[src/rtl/control_sequencer.sv]
// Hardwired fetch/decode/execute controller driving every ALUSystem select/enable.
// Define SEQ_SINGLE_STEP_EN to add the Step input and the WAIT state between instructions.
module control_sequencer #(
  parameter int OP_W    = 4,
  parameter bit INIT_EN = 1'b1
) (
  input  logic        Clock,
  input  logic        Reset,
`ifdef SEQ_SINGLE_STEP_EN
  input  logic        Step,
`endif
  input  logic [15:0] IROut,
  input  logic [3:0]  ALUOutFlag,
  output logic [1:0]  RF_OutASel,
  output logic [1:0]  RF_OutBSel,
  output logic [1:0]  RF_FunSel,
  output logic [3:0]  RF_RegSel,
  output logic [3:0]  ALU_FunSel,
  output logic [1:0]  ARF_OutCSel,
  output logic [1:0]  ARF_OutDSel,
  output logic [1:0]  ARF_FunSel,
  output logic [2:0]  ARF_RegSel,
  output logic        IR_LH,
  output logic        IR_Enable,
  output logic [1:0]  IR_Funsel,
  output logic        Mem_WR,
  output logic        Mem_CS,
  output logic [1:0]  MuxASel,
  output logic [1:0]  MuxBSel,
  output logic        MuxCSel,
  output logic        Halted,
  output logic [2:0]  State
);

  typedef enum logic [2:0] {
    S_INIT    = 3'd0,
    S_FETCH_L = 3'd1,
    S_FETCH_H = 3'd2,
    S_EXEC1   = 3'd3,
    S_EXEC2   = 3'd4,
    S_HALT    = 3'd5
`ifdef SEQ_SINGLE_STEP_EN
    , S_WAIT  = 3'd6
`endif
  } state_t;

`ifdef SEQ_SINGLE_STEP_EN
  localparam state_t S_RET = S_WAIT;
`else
  localparam state_t S_RET = S_FETCH_L;
`endif

  localparam logic [1:0] FS_DEC  = 2'b00;
  localparam logic [1:0] FS_INC  = 2'b01;
  localparam logic [1:0] FS_LOAD = 2'b10;
  localparam logic [1:0] FS_CLR  = 2'b11;

  localparam logic [1:0] M_ALU = 2'b00;
  localparam logic [1:0] M_MEM = 2'b01;
  localparam logic [1:0] M_IMM = 2'b10;

  localparam logic [1:0] D_PC = 2'b00;
  localparam logic [1:0] D_AR = 2'b10;

  localparam logic [2:0] ARF_PC = 3'b001;
  localparam logic [2:0] ARF_AR = 3'b100;

  localparam logic [OP_W-1:0] OP_LDI = OP_W'(0);
  localparam logic [OP_W-1:0] OP_LD  = OP_W'(1);
  localparam logic [OP_W-1:0] OP_ST  = OP_W'(2);
  localparam logic [OP_W-1:0] OP_ALU = OP_W'(3);
  localparam logic [OP_W-1:0] OP_BRA = OP_W'(4);
  localparam logic [OP_W-1:0] OP_BEQ = OP_W'(5);
  localparam logic [OP_W-1:0] OP_MOV = OP_W'(6);
  localparam logic [OP_W-1:0] OP_HLT = OP_W'(15);

  typedef struct packed {
    logic [1:0] rf_a;
    logic [1:0] rf_b;
    logic [1:0] rf_fun;
    logic [3:0] rf_reg;
    logic [3:0] alu_fun;
    logic [1:0] arf_c;
    logic [1:0] arf_d;
    logic [1:0] arf_fun;
    logic [2:0] arf_reg;
    logic       ir_lh;
    logic       ir_en;
    logic [1:0] ir_fun;
    logic       mem_wr;
    logic       mem_cs;
    logic [1:0] mux_a;
    logic [1:0] mux_b;
    logic       mux_c;
  } ctrl_t;

  state_t          state, state_nxt;
  logic [3:0]      flags;
  logic            flag_we;
  ctrl_t           ctl;
  logic [OP_W-1:0] op;
  logic [1:0]      rd, rs;
  logic [3:0]      rd_oh;
  logic            unused_bits;

  assign op          = IROut[15 -: OP_W];
  assign rd          = IROut[11:10];
  assign rs          = IROut[9:8];
  assign rd_oh       = 4'b0001 << rd;
  assign unused_bits = ^{IROut[3:0], flags[2:0]};

  always_ff @(posedge Clock) begin
    if (Reset) state <= INIT_EN ? S_INIT : S_FETCH_L;
    else       state <= state_nxt;
  end

  // {Z,C,N,O} is captured only at the ALU op's write-back edge.
  always_ff @(posedge Clock) begin
    if (Reset)        flags <= '0;
    else if (flag_we) flags <= ALUOutFlag;
  end

  always_comb begin
    state_nxt  = state;
    flag_we    = 1'b0;
    ctl        = '0;
    ctl.mem_cs = 1'b1;
    case (state)
      S_INIT: begin
        ctl.rf_reg  = 4'b1111;
        ctl.rf_fun  = FS_CLR;
        ctl.arf_reg = 3'b111;
        ctl.arf_fun = FS_CLR;
        state_nxt   = S_FETCH_L;
      end
      S_FETCH_L, S_FETCH_H: begin
        ctl.arf_d   = D_PC;
        ctl.mem_cs  = 1'b0;
        ctl.ir_lh   = (state == S_FETCH_H);
        ctl.ir_en   = 1'b1;
        ctl.ir_fun  = FS_LOAD;
        ctl.arf_reg = ARF_PC;
        ctl.arf_fun = FS_INC;
        state_nxt   = (state == S_FETCH_L) ? S_FETCH_H : S_EXEC1;
      end
      S_EXEC1: begin
        state_nxt = S_RET;
        case (op)
          OP_LDI: begin
            ctl.mux_a  = M_IMM;
            ctl.rf_fun = FS_LOAD;
            ctl.rf_reg = rd_oh;
          end
          OP_LD, OP_ST: begin
            ctl.mux_b   = M_IMM;
            ctl.arf_reg = ARF_AR;
            ctl.arf_fun = FS_LOAD;
            state_nxt   = S_EXEC2;
          end
          OP_ALU: begin
            ctl.rf_a    = rd;
            ctl.rf_b    = rs;
            ctl.alu_fun = IROut[7:4];
            ctl.mux_a   = M_ALU;
            ctl.rf_fun  = FS_LOAD;
            ctl.rf_reg  = rd_oh;
            flag_we     = 1'b1;
          end
          OP_BRA, OP_BEQ: begin
            // BEQ tests the Z latched by the most recent ALU op.
            if (op == OP_BRA || flags[3]) begin
              ctl.mux_b   = M_IMM;
              ctl.arf_reg = ARF_PC;
              ctl.arf_fun = FS_LOAD;
            end
          end
          OP_MOV: begin
            ctl.rf_a    = rs;
            ctl.alu_fun = 4'b0000;
            ctl.mux_a   = M_ALU;
            ctl.rf_fun  = FS_LOAD;
            ctl.rf_reg  = rd_oh;
          end
          OP_HLT:  state_nxt = S_HALT;
          default: ;
        endcase
      end
      S_EXEC2: begin
        ctl.arf_d  = D_AR;
        ctl.mem_cs = 1'b0;
        if (op == OP_ST) begin
          ctl.rf_a    = rd;
          ctl.alu_fun = 4'b0000;
          ctl.mux_c   = 1'b0;
          ctl.mem_wr  = 1'b1;
        end else begin
          ctl.mux_a  = M_MEM;
          ctl.rf_fun = FS_LOAD;
          ctl.rf_reg = rd_oh;
        end
        state_nxt = S_RET;
      end
      S_HALT: state_nxt = S_HALT;
`ifdef SEQ_SINGLE_STEP_EN
      S_WAIT: if (Step) state_nxt = S_FETCH_L;
`endif
      default: state_nxt = S_FETCH_L;
    endcase
    // An abandoned instruction must not leak a write while Reset is high.
    if (Reset) begin
      ctl        = '0;
      ctl.mem_cs = 1'b1;
      flag_we    = 1'b0;
    end
  end

  assign RF_OutASel  = ctl.rf_a;
  assign RF_OutBSel  = ctl.rf_b;
  assign RF_FunSel   = ctl.rf_fun;
  assign RF_RegSel   = ctl.rf_reg;
  assign ALU_FunSel  = ctl.alu_fun;
  assign ARF_OutCSel = ctl.arf_c;
  assign ARF_OutDSel = ctl.arf_d;
  assign ARF_FunSel  = ctl.arf_fun;
  assign ARF_RegSel  = ctl.arf_reg;
  assign IR_LH       = ctl.ir_lh;
  assign IR_Enable   = ctl.ir_en;
  assign IR_Funsel   = ctl.ir_fun;
  assign Mem_WR      = ctl.mem_wr;
  assign Mem_CS      = ctl.mem_cs;
  assign MuxASel     = ctl.mux_a;
  assign MuxBSel     = ctl.mux_b;
  assign MuxCSel     = ctl.mux_c;
  assign Halted      = (state == S_HALT) && !Reset;
  assign State       = state;

endmodule

[config.mk]
export PLATFORM = sky130hd
export DESIGN_NAME = control_sequencer
export DESIGN_NICKNAME = d
export VERILOG_FILES = /design/src/rtl/control_sequencer.sv
export SDC_FILE = /design/constraint.sdc
export NUM_CORES = 1
export LEC_CHECK = 0
export ABC_AREA = 1
export BUFFER_PORTS_ARGS = -buffer_cell sky130_fd_sc_hd__buf_2
export CELL_PAD_IN_SITES_DETAIL_PLACEMENT = 1
export CELL_PAD_IN_SITES_GLOBAL_PLACEMENT = 2
export CORE_MARGIN = 2
export CORE_UTILIZATION = 15
export CTS_CLUSTER_DIAMETER = 50
export DETAILED_ROUTE_END_ITERATION = 6
export HOLD_SLACK_MARGIN = 0.15
export PLACE_DENSITY = 0.79
export SYNTH_ARGS = -nofsm -noshare
export SYNTH_HDL_FRONTEND = slang
export SYNTH_SLANG_ARGS = --single-unit
[constraint.sdc]
create_clock -name Clock -period 1.7 [get_ports Clock]
set_clock_uncertainty 0.1 [all_clocks]
set_input_delay 0.34 -clock Clock [delete_from_list [all_inputs] [get_ports Clock]]
set_output_delay 0.34 -clock Clock [all_outputs]
set_load 0.05 [all_outputs]
==> results.py <==
metrics = {
    "synthesis": {
        "syn_area_per_cell_sq_um": 5.12,
        "synth_seq_cells": 4,
        "yosysSeqAreaShare_pct": 12.3,
        "syn_area_sq_um": 651,
        "ys_warn_count": 0,
        "synth.distinct_cells": 20,
        "synth_cells": 127,
    },
    "placement": {
        "place_congestion": 0.786,
        "io_buffers": 46,
        "place_hpwl_um": 2240,
        "dp.cells": 241,
        "dpl_cell_area_sq_um": 1290,
    },
    "setup_path": {
        "required_ps": 1260,
        "path_buf_inv": 2,
        "reg2reg_slack_ps": 290,
        "worstPathArrival_ps": 1450,
        "cp_max_fo": 5,
        "path_cells": "nand2_4, nor2_4, inv_4, nor2_4, nor2_4, a21oi_4, buf_6",
        "cp_top_family": "simple AND/OR/NAND/NOR gates",
        "critPathKind": "flip-flop to output port",
        "cp-start-kind": "flip-flop",
        "end_kind": "output port",
        "cpMaxStageDelayCell": "dfxtp_4",
        "slowest_delay_ps": 370,
        "crit_top_cell": "nor2_4",
    },
    "routing": {
        "avgViaCountPerCell": 4.14,
        "drc": 0,
        "dr.pass1.iters": 3,
        "drt-initial-drc-count": 19,
        "finalWirelength_um": 2990,
        "routed-via-count": 1056,
        "wl_per_cell_um": 11.7,
        "drtAntennaViolNets": 0,
    },
    "pwr": {
        "total_power_uw": 930,
        "power.density_nw_per_um2": 532,
        "p_int_uw": 480,
        "clockPowerShare_pct": 23.2,
        "seqPwrFrac_pct": 11.8,
        "power_frac_comb_pct": 65.0,
        "p_sw_share_pct": 48.4,
        "ir_worst_vdd_mv": 0.190,
        "switching_power_uw": 450,
        "p_leak_uw": 0.000820,
    },
    "outcome": {
        "violations": "negative setup slack",
        "outcome": "complete, but fails checks",
    },
    "die": {
        "rows": 23,
        "die-area_sq_um": 4880,
        "core_area_sq_um": 4090,
        "die_h_um": 69.9,
        "die_x_um": 69.9,
        "start_util_pct": 15.9,
        "ios": 60,
    },
    "sta": {
        "fmax_ghz": 0.529,
        "hold_viol_final": 0,
        "period_share_pct": 111,
        "fin_setup_tns_ps": -2890,
        "hold_slack_ps": 281,
        "setup_ws_ps": -190,
        "setup_violations": 23,
        "period_minus_slack_ps": 1890,
        "finalMaxSlewViolations": 0,
        "grt_setup_unrepaired": "true",
    },
    "clocking": {
        "cts_buffer_depth": 2,
        "clk_pin_slew_ps": 30,
        "cts_sinks": 4,
        "hold_buffers": 0,
        "cts_tree": "yes",
        "htree_levels": 1,
        "clock_latency_ps": 220,
        "cts-root-buf": "clkbuf_8",
        "numCtsBuffers": 3,
    },
    "final_layout": {
        "layout-drive-gt1-share_pct": 72.2,
        "design_area_sq_um": 1750,
        "finalNonFillerCells": 255,
        "final_common_cell": "buf_4",
        "antenna_cells": 0,
        "nets": 228,
        "layout_common_cells": "buf_4 (28), buf_6 (25), nor2_4 (24)",
        "syn_to_final_growth_pct": 168,
    },
    "global_routing": {
        "grt_pass1_wl_um": 4790,
        "antenna_found_initial": 0,
        "grt_overflow": 0,
        "grt_max_degree": 17,
        "grt_use_total_pct": 12.2,
        "grt_pass1_vias": 1089,
    },
    "job": {
        "maxCapViolations": 0,
    },
    "hold_path": {
        "hp-class": "input port to flip-flop",
    },
}
sequential cells by signal, summed over array words and instances (netlist names):
name,cells
flags,1
State,3
per-layer routing:
layer | vias to the layer above | wire [um] | share of wire (%) | track usage (%)
li1 | 536 | - | - | -
met1 | 480 | 1160 | 39 | 13.9
met2 | 35 | 1640 | 55 | 22.5
met3 | 5 | 145 | 4.8 | 2.16
met4 | 0 | 38 | 1.3 | 4.49
met5 | - | 0 | 0 | 0
cell type report:
class	count	area [sq um]
multi-input combinational	96	754
timing repair buffer	78	694
fill	501	2340
clock buffer	4	45.0
tap	50	62.6
sequential	4	91.3
inverter	23	98.8
worst paths after layout:
kind                         startpoint                    end  depth (start not counted)
setup / recovery    State[0]$_SDFF_PP0_          ARF_FunSel[1]                          7
hold / removal            ALUOutFlag[3]  flags[3]$_SDFFE_PP0P_                          3
setup reg to reg    State[0]$_SDFF_PP0_  flags[3]$_SDFFE_PP0P_                          9
hold reg to reg   flags[3]$_SDFFE_PP0P_  flags[3]$_SDFFE_PP0P_                          2
Yosys cell counts (all sizes together):
cell / number / share of area, %
nor2: 38 / 26
nand2: 25 / 15
inv: 23 / 13
o21ai: 9 / 6.9
nand3: 8 / 6.9
buf: 7 / 8.1
a21oi: 5 / 4.4
dfxtp: 4 / 12
clkbuf: 2 / 1.2
nor3: 2 / 1.5
a31oi: 1 / 0.96
and2: 1 / 0.96
conb: 1 / 0.58
nand4: 1 / 1.9
timing repair:
item	CTS	global route
pin swaps	11	7
gates resized for setup	76	31
setup buffers	7	3
setup endpoints to repair	26	28
worst register-to-register path: stages (launching register included):
cell and delay [ps]:
dfxtp_4 370, nand2_4 60, nor2_4 150, inv_4 90, nor2_4 110, buf_4 120
buf_4 90, buf_4 90, nand2_1 40, a21oi_1 120
power groups by stage:
| stage | combinational (uW) | sequential, uW | clock (uW) |
|---|---|---|---|
| after floorplan | 323 | 128 | 0 |
| after global placement | 462 | 109 | 0 |
| after detailed placement | 466 | 109 | 0 |
| after CTS | 564 | 107 | 224 |
| after global routing | 643 | 111 | 233 |
| final | 604 | 110 | 216 |
metrics by stage:
stage          setup slack [ps]  utilization [%]
3_5_place_dp               -311             31.5
3_3_place_gp               -262             31.5
6_report                   -190             42.7
2_1_floorplan              -185                -
5_1_grt                    -256             42.7
4_1_cts                    -163             39.6
cells by family (layout without fill, tap and decap cells):
kind of cell | Yosys count | after routing | share of synthesized area (%)
other | 1 | 6 | 0.576
AOI/OAI and AO/OA | 15 | 15 | 12.3
buffers and inverters | 32 | 105 | 22.5
and+or+nand+nor | 75 | 75 | 52.3
DFF | 4 | 4 | 12.3
(Power assumes the default switching activity.)
